## src/rtl/seg7_capture_if.sv

```systemverilog
// seg7_capture_if: display-bus bundle for the 7-segment readback monitor.
//   seg_in      : segments {g,f,e,d,c,b,a}, seg_in[0] = g, active-high
//   an_in       : one-hot digit strobe, bit k = digit k
//   clr         : synchronous clear of captured state
//   digits_out  : captured nibbles, digit k at [4k+3:4k]
//   blank_out   : digit k last captured as all segments off
//   err_out     : sticky illegal-pattern / multi-hot-strobe flag
//   frame_valid : one-cycle pulse once every digit has been captured
// master drives the display lines, slave is the capture monitor.
interface seg7_capture_if #(
  parameter int unsigned N_DIGITS = 4
);
  logic [0:6]            seg_in;
  logic [N_DIGITS-1:0]   an_in;
  logic                  clr;
  logic [4*N_DIGITS-1:0] digits_out;
  logic [N_DIGITS-1:0]   blank_out;
  logic                  err_out;
  logic                  frame_valid;

  modport master (
    output seg_in, an_in, clr,
    input  digits_out, blank_out, err_out, frame_valid
  );

  modport slave (
    input  seg_in, an_in, clr,
    output digits_out, blank_out, err_out, frame_valid
  );
endinterface

```

## src/rtl/seg7_capture.sv

```systemverilog
// seg7_capture: decodes multiplexed 7-segment lines back into per-digit hex
// nibbles. A sample {an,seg} is captured once it has been seen on
// STABLE_CYCLES consecutive edges; only one capture is taken per dwell.
// Ports:
//   clk     : system clock, rising edge
//   reset_n : asynchronous active-low reset
//   bus     : seg7_capture_if.slave (seg_in, an_in, clr in; digits_out,
//             blank_out, err_out, frame_valid out, all registered)
// Build option:
//   SEGCAP_SYNC_EN : adds a 2-flop synchroniser on seg_in/an_in ahead of
//                    sampling (+2 cycles latency) for asynchronous sources.
module seg7_capture #(
  parameter int unsigned N_DIGITS      = 4,
  parameter int unsigned STABLE_CYCLES = 4
) (
  input  logic            clk,
  input  logic            reset_n,
  seg7_capture_if.slave   bus
);

  localparam int unsigned SEG_W = 7;
  localparam int unsigned S_W   = N_DIGITS + SEG_W;
  localparam int unsigned DIG_W = 4 * N_DIGITS;
  localparam int unsigned CNT_W = $clog2(STABLE_CYCLES);

  localparam logic [CNT_W-1:0] CNT_MAX = CNT_W'(STABLE_CYCLES - 1);
  localparam logic [CNT_W-1:0] CNT_ARM = CNT_W'(STABLE_CYCLES - 2);

  localparam logic [0:0] ST_TRACK    = 1'b0;
  localparam logic [0:0] ST_CAPTURED = 1'b1;

  // Decode {g..a} into {legal, nibble}; all-off is handled separately.
  function automatic logic [4:0] decode_seg(input logic [SEG_W-1:0] p);
    logic [4:0] r;
    r = 5'h00;
    case (p)
      7'b0111111: r = {1'b1, 4'h0};
      7'b0000110: r = {1'b1, 4'h1};
      7'b1011011: r = {1'b1, 4'h2};
      7'b1001111: r = {1'b1, 4'h3};
      7'b1100110: r = {1'b1, 4'h4};
      7'b1101101: r = {1'b1, 4'h5};
      7'b1111101: r = {1'b1, 4'h6};
      7'b0000111: r = {1'b1, 4'h7};
      7'b1111111: r = {1'b1, 4'h8};
      7'b1101111: r = {1'b1, 4'h9};
      7'b1110111: r = {1'b1, 4'hA};
      7'b1111100: r = {1'b1, 4'hB};
      7'b0111001: r = {1'b1, 4'hC};
      7'b1011110: r = {1'b1, 4'hD};
      7'b1111001: r = {1'b1, 4'hE};
      7'b1110001: r = {1'b1, 4'hF};
      default:    r = 5'h00;
    endcase
    return r;
  endfunction

  logic [S_W-1:0] s;

`ifdef SEGCAP_SYNC_EN
  logic [S_W-1:0] sync_q1;
  logic [S_W-1:0] sync_q2;

  // Two-flop synchroniser for pin-level display lines.
  always_ff @(posedge clk or negedge reset_n) begin
    if (!reset_n) begin
      sync_q1 <= '0;
      sync_q2 <= '0;
    end else begin
      sync_q1 <= {bus.an_in, bus.seg_in};
      sync_q2 <= sync_q1;
    end
  end

  assign s = sync_q2;
`else
  assign s = {bus.an_in, bus.seg_in};
`endif

  logic [0:0]          state_q, state_d;
  logic [CNT_W-1:0]    cnt_q, cnt_d;
  logic [S_W-1:0]      s_prev_q;
  logic [DIG_W-1:0]    digits_q, digits_d;
  logic [N_DIGITS-1:0] blank_q, blank_d;
  logic                err_q, err_d;
  logic [N_DIGITS-1:0] seen_q, seen_d;
  logic                fv_q, fv_d;

  logic                match;
  logic                capture;
  logic [N_DIGITS-1:0] an_v;
  logic [SEG_W-1:0]    seg_v;
  logic [4:0]          dec;

  // State register and captured outputs.
  always_ff @(posedge clk or negedge reset_n) begin
    if (!reset_n) begin
      state_q  <= ST_TRACK;
      cnt_q    <= '0;
      s_prev_q <= '0;
      digits_q <= '0;
      blank_q  <= '1;
      err_q    <= 1'b0;
      seen_q   <= '0;
      fv_q     <= 1'b0;
    end else begin
      state_q  <= state_d;
      cnt_q    <= cnt_d;
      s_prev_q <= s;
      digits_q <= digits_d;
      blank_q  <= blank_d;
      err_q    <= err_d;
      seen_q   <= seen_d;
      fv_q     <= fv_d;
    end
  end

  // Stability tracking, capture evaluation and frame bookkeeping.
  always_comb begin
    state_d  = state_q;
    cnt_d    = '0;
    digits_d = digits_q;
    blank_d  = blank_q;
    err_d    = err_q;
    seen_d   = seen_q;
    fv_d     = 1'b0;
    capture  = 1'b0;
    match    = (s == s_prev_q);
    an_v     = s[S_W-1:SEG_W];
    seg_v    = s[SEG_W-1:0];
    dec      = decode_seg(seg_v);

    if (match) begin
      cnt_d = (cnt_q == CNT_MAX) ? cnt_q : cnt_q + CNT_W'(1);
    end

    // Capture fires on the edge that makes the dwell STABLE_CYCLES samples long.
    case (state_q)
      ST_TRACK: begin
        if (match && (cnt_q == CNT_ARM)) begin
          capture = 1'b1;
          state_d = ST_CAPTURED;
        end
      end
      ST_CAPTURED: begin
        if (!match) state_d = ST_TRACK;
      end
      default: state_d = ST_TRACK;
    endcase

    if (capture && (an_v != '0)) begin
      if (!$onehot(an_v)) begin
        err_d = 1'b1;
      end else if (seg_v == '0) begin
        blank_d = blank_q | an_v;
        seen_d  = seen_q | an_v;
      end else if (dec[4]) begin
        for (int k = 0; k < int'(N_DIGITS); k++) begin
          if (an_v[k]) digits_d[4*k +: 4] = dec[3:0];
        end
        blank_d = blank_q & ~an_v;
        seen_d  = seen_q | an_v;
      end else begin
        err_d = 1'b1;
      end

      // Completing the frame pulses and restarts the seen mask on the same edge.
      if (&seen_d) begin
        fv_d   = 1'b1;
        seen_d = '0;
      end
    end

    // Clear wins over a capture in the same cycle.
    if (bus.clr) begin
      state_d  = ST_TRACK;
      cnt_d    = '0;
      digits_d = '0;
      blank_d  = '1;
      err_d    = 1'b0;
      seen_d   = '0;
      fv_d     = 1'b0;
    end
  end

  assign bus.digits_out  = digits_q;
  assign bus.blank_out   = blank_q;
  assign bus.err_out     = err_q;
  assign bus.frame_valid = fv_q;

endmodule

```

## src/flat_wrapper.sv

```systemverilog
// flat-port wrapper written by rule: the top's interface ports become plain ports
module seg7_capture_flat 
#(
  parameter int unsigned N_DIGITS      = 4,
  parameter int unsigned STABLE_CYCLES = 4
)
  (clk, reset_n, bus_seg_in, bus_an_in, bus_clr, bus_digits_out, bus_blank_out, bus_err_out, bus_frame_valid);
  seg7_capture_if #(.N_DIGITS(N_DIGITS)) bus_i ();
  input  logic clk;
  input  logic reset_n;
  input wire logic [$bits(bus_i.seg_in)-1:0] bus_seg_in;
  input wire logic [$bits(bus_i.an_in)-1:0] bus_an_in;
  input wire logic [$bits(bus_i.clr)-1:0] bus_clr;
  output wire logic [$bits(bus_i.digits_out)-1:0] bus_digits_out;
  output wire logic [$bits(bus_i.blank_out)-1:0] bus_blank_out;
  output wire logic [$bits(bus_i.err_out)-1:0] bus_err_out;
  output wire logic [$bits(bus_i.frame_valid)-1:0] bus_frame_valid;
  assign bus_i.seg_in = bus_seg_in;
  assign bus_i.an_in = bus_an_in;
  assign bus_i.clr = bus_clr;
  assign bus_digits_out = bus_i.digits_out;
  assign bus_blank_out = bus_i.blank_out;
  assign bus_err_out = bus_i.err_out;
  assign bus_frame_valid = bus_i.frame_valid;
  seg7_capture #(.N_DIGITS(N_DIGITS), .STABLE_CYCLES(STABLE_CYCLES)) u_core (.clk(clk), .reset_n(reset_n), .bus(bus_i));
endmodule
```

## config.mk

```make
export PLATFORM = sky130hd
export DESIGN_NAME = seg7_capture_flat
export DESIGN_NICKNAME = d
export VERILOG_FILES = /design/src/rtl/seg7_capture_if.sv /design/src/rtl/seg7_capture.sv /design/src/flat_wrapper.sv
export SDC_FILE = /design/constraint.sdc
export NUM_CORES = 1
export LEC_CHECK = 0
export CORE_MARGIN = 3
export CORE_UTILIZATION = 57
export DETAILED_ROUTE_END_ITERATION = 10
export PLACE_DENSITY = 0.92
export SLEW_MARGIN = 10
export SYNTH_ARGS = -nofsm -noshare
export SYNTH_HDL_FRONTEND = slang
export SYNTH_SLANG_ARGS = --single-unit
```

## constraint.sdc

```tcl
create_clock -name clk -period 5.25 [get_ports clk]
set_input_delay 1.3125 -clock clk [delete_from_list [all_inputs] [get_ports clk]]
set_output_delay 1.3125 -clock clk [all_outputs]
set_load 0.01 [all_outputs]
```

Word-level counts from Yosys, hierarchy flattened
Cells that the tools add are included.

word-level totals
  register bits = 40
  output and inout bits = 22
  word-level logic and storage cells = 101
  input port bits = 14

cells by class
  reductions and logical operators = 19
  add/subtract/negate cells = 4
  equal/unequal tests = 24
  bitwise operators = 5
  muxes and demuxes = 38

operator list
  operator            number
  $eq 7x7->1 const B  12
  $mux 16             5
  $pmux 5 s16         1
  $mux 4              16
  $reduce_and 5->1    4
  $eq 7x3->1 const B  2
  $eq 7x6->1 const B  2
  $reduce_bool 2->1   7
  $mux 1              12
  $eq 11x11->1        1
  $ne 3x3->1 const B  3
  $or 4x4->4          2
  $logic_not 7->1     1
  $mux 2              3
  $reduce_and 3->1    2
  $add 1x1->2         2
  $and 4x4->4         1
  $eq 2x2->1 const B  2
  $not 4->4           1
  $reduce_and 4->1    1
  $reduce_bool 4->1   1
  $add 3x3->3         1
  $eq 3x1->1 const B  1
  $reduce_bool 3->1   1
  other kinds (5)     6

Depth between registers and ports, before layout
Gate-level depths: netlist of the first run.

  depth after elaboration = 10
  depth in mapped cells = 11
  mapped depth without buffers = 10

Least setup slack after synthesis of the first run
No wires, ideal clock.

  path type = input -> register
  start = input port bus_an_in[0]
  end = register u_core.fv_q (netlist: u_core.bus.frame_valid)
  setup time = 0.066 ns
  data required time = 5.184 ns
  setup slack = 1.590 ns
  data arrival time = 3.594 ns
  stages on the path = 11
  path buffers = 1
  path through = clkbuf_1 -> inv_1 -> ha_1 -> ha_1 -> inv_1 -> fa_1 -> nand3_1 -> a311oi_1 -> o211ai_2 -> nor4_4 -> and2_1

between the ends
  longest elaborated chain between the ends = 9
  elaborated cells between the ends (all ways) = 18
  those cells by class = add/sub (2); eq/ne (2); mux (9); bitwise (1); reduce/logical (4)

RTL lines
  element                                                                 RTL line                                                       RTL
  start, declared                                                         flat_wrapper.sv:12                                             input wire logic [$bits(bus_i.an_in)-1:0] bus_an_in;
  $add 1x1->2 (not written as such) / $or 4x4->4 (equally long branches)  seg7_capture.sv:152, seg7_capture.sv:156, seg7_capture.sv:162
  $add 3x3->3 (not written as such) / $mux 4 (equally long branches)      seg7_capture.sv:152, seg7_capture.sv:157
  $eq 3x1->1 / $mux 4 (equally long branches)                             seg7_capture.sv:152, seg7_capture.sv:154
  $mux 4                                                                  seg7_capture.sv:152                                            if (!$onehot(an_v)) begin
  $mux 4                                                                  seg7_capture.sv:151                                            if (capture && (an_v != '0)) begin
  $reduce_and 4->1                                                        seg7_capture.sv:168                                            if (&seen_d) begin
  $mux 1                                                                  seg7_capture.sv:168
  $mux 1 (*)                                                              seg7_capture.sv:151
  $mux 1 (*)                                                              seg7_capture.sv:175                                            if (bus.clr) begin
  named net u_core.fv_d                                                   seg7_capture.sv:87                                             logic fv_q, fv_d;
  end signal, assigned                                                    seg7_capture.sv:114                                            fv_q <= fv_d;
  end, declared                                                           seg7_capture.sv:87

Mark *: on every way through the listed nets, which the timed path passes. The rest lies on a longest branch. The select of a mux whose other input is x is not followed.
A chain may end at the register's enable or synchronous reset.

Worst setup path after layout of the first run
  start = input port bus_an_in[3]
  end = register u_core.seen_q[2]

between the ends
  longest elaborated chain between the ends = 9
  elaborated cells between the ends (all ways) = 19
  those cells by class = add/sub (2); eq/ne (2); mux (9); bitwise (1); reduce/logical (5)

RTL lines
  element                                                                 RTL line                                                       RTL
  $add 1x1->2 (not written as such) / $or 4x4->4 (equally long branches)  seg7_capture.sv:152, seg7_capture.sv:156, seg7_capture.sv:162
  $add 3x3->3 (not written as such) / $mux 4 (equally long branches)      seg7_capture.sv:152, seg7_capture.sv:157
  $eq 3x1->1 / $mux 4 (equally long branches)                             seg7_capture.sv:152, seg7_capture.sv:154
  $mux 4                                                                  seg7_capture.sv:152
  $mux 4                                                                  seg7_capture.sv:151
  $reduce_and 4->1                                                        seg7_capture.sv:168
  $mux 4                                                                  seg7_capture.sv:168
  $mux 4                                                                  seg7_capture.sv:151
  $mux 4                                                                  seg7_capture.sv:175
  end signal, assigned                                                    seg7_capture.sv:113                                            seen_q <= seen_d;
  end, declared                                                           seg7_capture.sv:86                                             logic [N_DIGITS-1:0] seen_q, seen_d;

Several ways; a longest one is shown, not always the timed one. The select of a mux whose other input is x is not followed.

==> results of run 1 <==
==> tightest hold or removal path, cell delays in order, from the launching register on <==
cell	delay (ns)
dfrtp_1	0.36
nor2_1	0.05
nor2_1	0.07
==> synth_stat cells (all sizes together), types with 4 or more instances <==
| cell type | count |
|---|---|
| o22ai | 5 |
| a221o | 4 |
| mux2i | 4 |
| a31oi | 6 |
| buf | 7 |
| nor4 | 5 |
| dfrtp | 36 |
| ha | 7 |
| nand2 | 9 |
| xor2 | 12 |
| nor2 | 18 |
| inv | 11 |
| clkbuf | 4 |
| nand3 | 21 |
| a21oi | 7 |
| o21ai | 14 |
| nor3 | 8 |
| dfstp | 4 |
==> power groups by stage <==
stage	Clock [W]	Combinational, W	Sequential (W)
after global placement	0	0.0000692	0.000320
after global routing	0.000313	0.0000806	0.000315
final	0.000296	0.0000725	0.000314
after CTS	0.000294	0.0000725	0.000314
after detailed placement	0	0.0000719	0.000320
after floorplan	0	0.0000456	0.000320
==> sequential cells by signal, summed over array words and instances, names as in the netlist <==
signal and flops:
u_core.bus.err_out 1, u_core.bus.blank_out 4, u_core.bus.digits_out 16, u_core.bus.frame_valid 1, u_core.state_q 1, u_core.s_prev_q 11
u_core.cnt_q 2, u_core.seen_q 4
==> worst paths after layout <==
kind                                                     start                                     to  slack, ns
worst max-delay path                              bus_an_in[3]           u_core.seen_q[2]$_DFFE_PN0P_       1.13
worst min-delay path            u_core.bus.err_out$_DFFE_PN0P_         u_core.bus.err_out$_DFFE_PN0P_       0.52
worst max register to register     u_core.cnt_q[0]$_DFFE_PN0P_   u_core.bus.digits_out[3]$_DFFE_PN0P_       2.66
worst min register to register  u_core.bus.err_out$_DFFE_PN0P_         u_core.bus.err_out$_DFFE_PN0P_       0.52
max in group asynchronous                              reset_n  u_core.bus.digits_out[10]$_DFFE_PN0P_       3.57
min in group asynchronous                              reset_n            u_core.cnt_q[0]$_DFFE_PN0P_       1.14
==> stage by stage <==
stage,instance area [um^2],utilization [%],hold WS (ns),cells
after CTS,2660,75.5,0.508,293
after global placement,2520,71.7,0.484,285
final,2660,75.5,0.517,293
after global routing,2660,75.5,0.563,293
after floorplan,2180,-,0.467,215
after detailed placement,2520,71.7,0.490,285
==> metal layers <==
layer | global-route usage, % | up-vias | routed length (um)
met1 | 30.4 | 913 | 2060
met5 | 0 | - | 0
met3 | 5.09 | 13 | 287
met4 | 7.69 | 0 | 97
li1 | - | 849 | -
met2 | 42.2 | 75 | 2740
==> logic make-up after synthesis <==
family | share of synthesized area, %
xor gates and xnor gates | 4.81
buffers and inverters | 4.75
AOI/OAI and AO/OA | 16.2
DFF | 46.0
adders and majority gates | 4.93
and+or+nand+nor | 21.4
muxes | 1.83
==> final cells by class <==
| cell class | instances | area [um^2] |
|---|---|---|
| sequential | 40 | 1010 |
| tap | 46 | 57.6 |
| fill | 256 | 863 |
| inverter | 11 | 41.3 |
| multi-input combinational | 153 | 1070 |
| timing repair buffer | 35 | 345 |
| clock buffer | 6 | 72.6 |
| clock inverter | 2 | 60.1 |
==> layout by cell type (no fill, tap or decap), types with 5 or more instances in the layout <==
master and instances:
ha_1 7, nand3_1 20, nor2_1 18, dfrtp_1 36, a21oi_1 5, xor2_1 12
clkdlybuf4s50_1 34, inv_1 11, a31oi_1 5, clkbuf_8 5, nand2_1 9, o21ai_0 14
nor3_1 7
==> results.md, run 1 <==
- CTS resizes: 0
- Hold depth: 2
- Core area: 3520 um^2
- CTS HTree Levels: 2
- Status: complete, no violations
- Maxcap violations: 0
- Netlist cell types: 49
- Avg Synthesized Cell Area: 10.2 um^2
- Slew Limit Fails: 0
- Slowest stage cell, crit path: clkdlybuf4s50_1
- Num Clock Sinks: 40
- # port buffers: 35
- Maximum VDD drop: 0.000210 V
- Syn Inst Count: 215
- Minimum clock period: 4.12 ns
- Inserted Diodes: 0
- Leakage: 1.12 nW
- Total CTS buffers: 5
- Post-CTS Setup Bufs: 0
- Largest net degree at the start of global routing: 41
- # DRC: 0
- Required @ worst endpoint: 5.39 ns
- Worst Reg-to-Reg Cells: 9
- # IOs: 36
- CTS tree: yes
- Die Y: 67.9 um
- Main synth FF type: dfrtp_1
- Crit Path Category: in2reg
- Yosys top cell by area: dfrtp_1
- Post-synth top area share: 41.2%
- Max Fanout on Critical Path: 8
- Max_slew headroom: 41.9%
- Startpoint Class: input port
- Share of cells above drive strength 1: 10.5%
- Switch share: 22.8%
- Pwr Total: 0.000683 W
- Net Count, Synth: 237
- Critical path capture point type: register
- Clk buf depth: 2
- Internal: 0.000527 W
- Synthesis-stage register bit count: 40
- Worst Slack Setup Final: 1.13 ns
- WP data arrival: 4.26 ns
- Die width: 67.9 um
- DRT iter0 DRCs: 218
- Grt ovf: 0
- Top cells by area, synth: dfrtp_1, dfstp_2, xor2_1
- Area of the die: 4610 um^2
- Least-Margin Pin Slew: 0.871 ns
- Pre-antenna DRT Iters: 4
- Antenna violations before repair: 0
- Combinational power share: 10.6%
- P&R area growth vs syn: 21.6%
- Pre-CTS setup slack: 0.865 ns
- Avg WL per Cell: 17.7 um
- Seq/Total Area, Yosys: 46.0%
- WP buf/inv: 3
- Warnings, synthesis: 0
- Final GP Congestion: 0.882
- Vias per std cell: 6.31
- Hold crit path type: reg2reg
- FP Rows: 21
- Nets@finish: 268
- Final worst path period share: 78.5%
- Ys async rst share: 100%
- RSZ-0062 raised after global routing: no
- Vias in the first global route: 1698
- Clock Latency Late Sink: 0.29 ns
- GRT Util Overall: 24.4%
- Max Clk Rate: 243 MHz
- Global-route wire length before repair: 8330 um
- Initial core utilization: 62.0%
- Cell Area, Synth: 2180 um^2
- Clock transition at path regs: 0.08 ns
- CTS Hold Bufs: 0
- Final setup fails: 0
- Worst clock skew: 0.0133 ns
- Fin Setup TNS: 0 ns
- Critical path depth: 11
- Sw power: 0.000155 W
- Final Hold Fails: 0
- EDFF count, synth: 0
- Clock Power Share: 43.3%
- Crit path largest cell delay: 0.70 ns
- CP delay by family, top: adder cells
- Pwr/cell area: 257 nW/um^2
- DRT Wirelength: 5190 um
- Vias: 1850
- Seq pwr share: 46.0%
- Root cell of the clock tree: clkbuf_8
- Critical-path cell list: clkdlybuf4s50_1 > inv_1 > ha_1 > ha_1 > inv_1 > fa_1 > nand3_1 > a311oi_1 > o211ai_2 > nor4_4 > nor3_1
- Routed Antenna Nets: 0
- DPL Wire Length: 3790 um
No activity file was read; power rests on OpenSTA's default activity.
==> run 2, diff against run 1 <==
--- a/config.mk
+++ b/config.mk
@@ -6,9 +6,9 @@
 export NUM_CORES = 1
 export LEC_CHECK = 0
 export CORE_MARGIN = 3
-export CORE_UTILIZATION = 57
+export CORE_UTILIZATION = 53
 export DETAILED_ROUTE_END_ITERATION = 10
-export PLACE_DENSITY = 0.92
+export PLACE_DENSITY = 0.86
 export SLEW_MARGIN = 10
 export SYNTH_ARGS = -nofsm -noshare
 export SYNTH_HDL_FRONTEND = slang
==> constraint.sdc (replaced) <==
create_clock -name clk -period 4 [get_ports clk]
set_input_delay 1 -clock clk [delete_from_list [all_inputs] [get_ports clk]]
set_output_delay 1 -clock clk [all_outputs]
set_load 0.01 [all_outputs]
==> run 2 against run 1 <==
Against the previous run: sequential share of layout area decreased by 0.21 points; power increased by 14%; setup slack got worse by 0.63 ns.
==> results.md, run 2 (same netlist as run 1, synthesis figures left out) <==
- CTS HTree Levels: 2 (unchanged)
- R2R Path End: u_core.bus.digits_out[6]$_DFFE_PN0P_
- Max_slew headroom: 42.8% (+0.89 points)
- RSZ-0062 raised after global routing: no
- Total CTS buffers: 5 (unchanged)
- Startpoint Class: input port
- Worst Setup SP: bus_an_in[3]
- Largest net degree at the start of global routing: 41 (unchanged)
- Least-Margin Pin Slew: 0.858 ns (-0.0134 ns)
- HP Start: u_core.state_q$_DFF_PN0_
- Final setup fails: 0 (unchanged)
- Critical path capture point type: register
- Most frequent cells in the layout: dfrtp_1, clkdlybuf4s50_1, nand3_1
- Avg WL per Cell: 16.3 um (-8.1%)
- Slowest stage cell, crit path: clkdlybuf4s50_1
- Status: complete, no violations
- Num Clock Sinks: 40 (unchanged)
- Routed Antenna Nets: 0 (unchanged)
- Seq. cell area: 1010 um^2 (unchanged)
- FP Rows: 22 (+4.8%)
- Critical path depth: 11 (unchanged)
- Critical-path cell list: clkdlybuf4s50_1 > inv_1 > ha_1 > ha_1 > inv_1 > fa_1 > nand3_1 > a311oi_1 > o211ai_2 > nor4_4 > and2_1
- Hold Crit Endpoint: u_core.state_q$_DFF_PN0_
- Final Hold Fails: 0 (unchanged)
- Die Y: 70.2 um (+3.4%)
- Max Clk Rate: 286 MHz
- Clock Latency Late Sink: 0.29 ns (about the same)
- Vias in the first global route: 1843 (+8.5%)
- P&R area growth vs syn: 22.3%
- Post-CTS Setup Bufs: 0 (unchanged)
- Fin Setup TNS: 0 ns (unchanged)
- Clk buf depth: 2 (unchanged)
- Required @ worst endpoint: 4.23 ns (-1.16 ns)
- Footprint of the multi-input gates: 1070 um^2 (unchanged)
- R2R setup slack: 1.70 ns (-0.96 ns)
- Grt ovf: 0 (unchanged)
- Vias per std cell: 5.87 (-7.0%)
- Vias: 1780 (-3.8%)
- CP delay by family, top: adder cells
- DPL Wire Length: 3590 um (-5.3%)
- Die width: 70.2 um (+3.4%)
- DRT iter0 DRCs: 134 (-39%)
- # port buffers: 35 (unchanged)
- Core area: 3830 um^2 (+8.7%)
- Root cell of the clock tree: clkbuf_8
- Fillers: 305 (+19%)
- Antenna violations before repair: 0 (unchanged)
- Minimum clock period: 3.50 ns
- Clock transition at path regs: 0.08 ns (about the same)
- Inserted Diodes: 0 (unchanged)
- WP buf/inv: 3 (unchanged)
- Area of the die: 4930 um^2 (+6.9%)
- Final core utilization: 69.8% (-5.6 points)
- Hold depth: 2 (unchanged)
- Worst Reg-to-Reg Cells: 7 (-2)
- Leakage: 1.13 nW (+1.3%)
- Pwr/cell area: 291 nW/um^2 (+13%)
- # IOs: 36 (unchanged)
- Worst R2R Start: u_core.s_prev_q[5]$_DFF_PN0_
- Maximum VDD drop: 0.000159 V (-25%)
- CTS resizes: 0 (unchanged)
- Max FFs per register: 16 (unchanged)
- WP data arrival: 3.73 ns (-0.53 ns)
- Crit path largest cell delay: 0.48 ns (-0.22 ns)
- CTS Hold Bufs: 0 (unchanged)
- Max Fanout on Critical Path: 5 (-3)
- Hold crit path type: reg2reg
- Final worst path period share: 87.4%
- Final GP Congestion: 0.890 (+0.93%)
- Global-route wire length before repair: 8690 um (+4.4%)
- Initial core utilization: 57.1% (-5.0 points)
- Worst clock skew: 0.00997 ns (-0.00330 ns)
- DRT Wirelength: 4940 um (-4.9%)
- GRT Util Overall: 21.8% (-2.6 points)
- Pre-antenna DRT Iters: 4 (unchanged)
- Most common cell after layout, fill and taps aside: dfrtp_1
- Nets@finish: 276 (+3.0%)
- Crit Path Category: in2reg
- Maxcap violations: 0 (unchanged)
- Share of cells above drive strength 1: 13.3% (+2.8 points)
- Slew Limit Fails: 0 (unchanged)
- CTS tree: yes
- # DRC: 0 (unchanged)
-- run 2: tightest hold or removal path, stage by stage, from the launching register on --
cell     delay, ns
dfrtp_1       0.36
nor2_1        0.05
nor2_1        0.07
-- run 2: routing by layer --
metal | part of all wire, % | wire length, um | track usage, %
met5 | 0 | 0 | 0
met4 | 1.3 | 64 | 7.23
met3 | 3.5 | 172 | 4.17
met2 | 50 | 2480 | 35.5
met1 | 45 | 2220 | 29.2
-- run 2: cell type report --
| type | instances | area share, % |
|---|---|---|
| repair buffers | 43 | 15.2 |
| clock inverters | 2 | 0.468 |
| flip-flops and latches | 40 | 37.6 |
| inverters | 11 | 1.54 |
| multi-input cells | 153 | 40.2 |
| well taps | 48 | 2.25 |
| clock buffers | 6 | 2.72 |
-- run 2: power by group --
| group | internal, W | switching (W) |
|---|---|---|
| Clock | 0.000122 | 0.000143 |
| Sequential | 0.000410 | 0.00000251 |
| Combinational | 0.0000368 | 0.0000642 |
| Total | 0.000569 | 0.000209 |
-- run 2: worst max path at each step --
stage	slack (ns)	endpoint
after floorplan	0.65	u_core.bus.frame_valid$_DFF_PN0_
after detailed placement	0.21	u_core.bus.frame_valid$_DFF_PN0_
final	0.50	u_core.bus.frame_valid$_DFF_PN0_
after CTS	0.49	u_core.bus.frame_valid$_DFF_PN0_
after global placement	0.28	u_core.bus.frame_valid$_DFF_PN0_
after global routing	0.27	u_core.bus.digits_out[3]$_DFFE_PN0P_
-- run 2: stage by stage --
stage	setup WS, ns	total power [W]	hold WS (ns)	cells	cell area (um^2)
2_1_floorplan	0.652	0.000480	0.467	215	2180
3_3_place_gp	0.280	0.000517	0.485	295	2590
3_5_place_dp	0.214	0.000520	0.499	295	2590
4_1_cts	0.490	0.000778	0.517	303	2670
5_1_grt	0.268	0.000812	0.568	303	2670
6_report	0.502	0.000778	0.519	303	2670
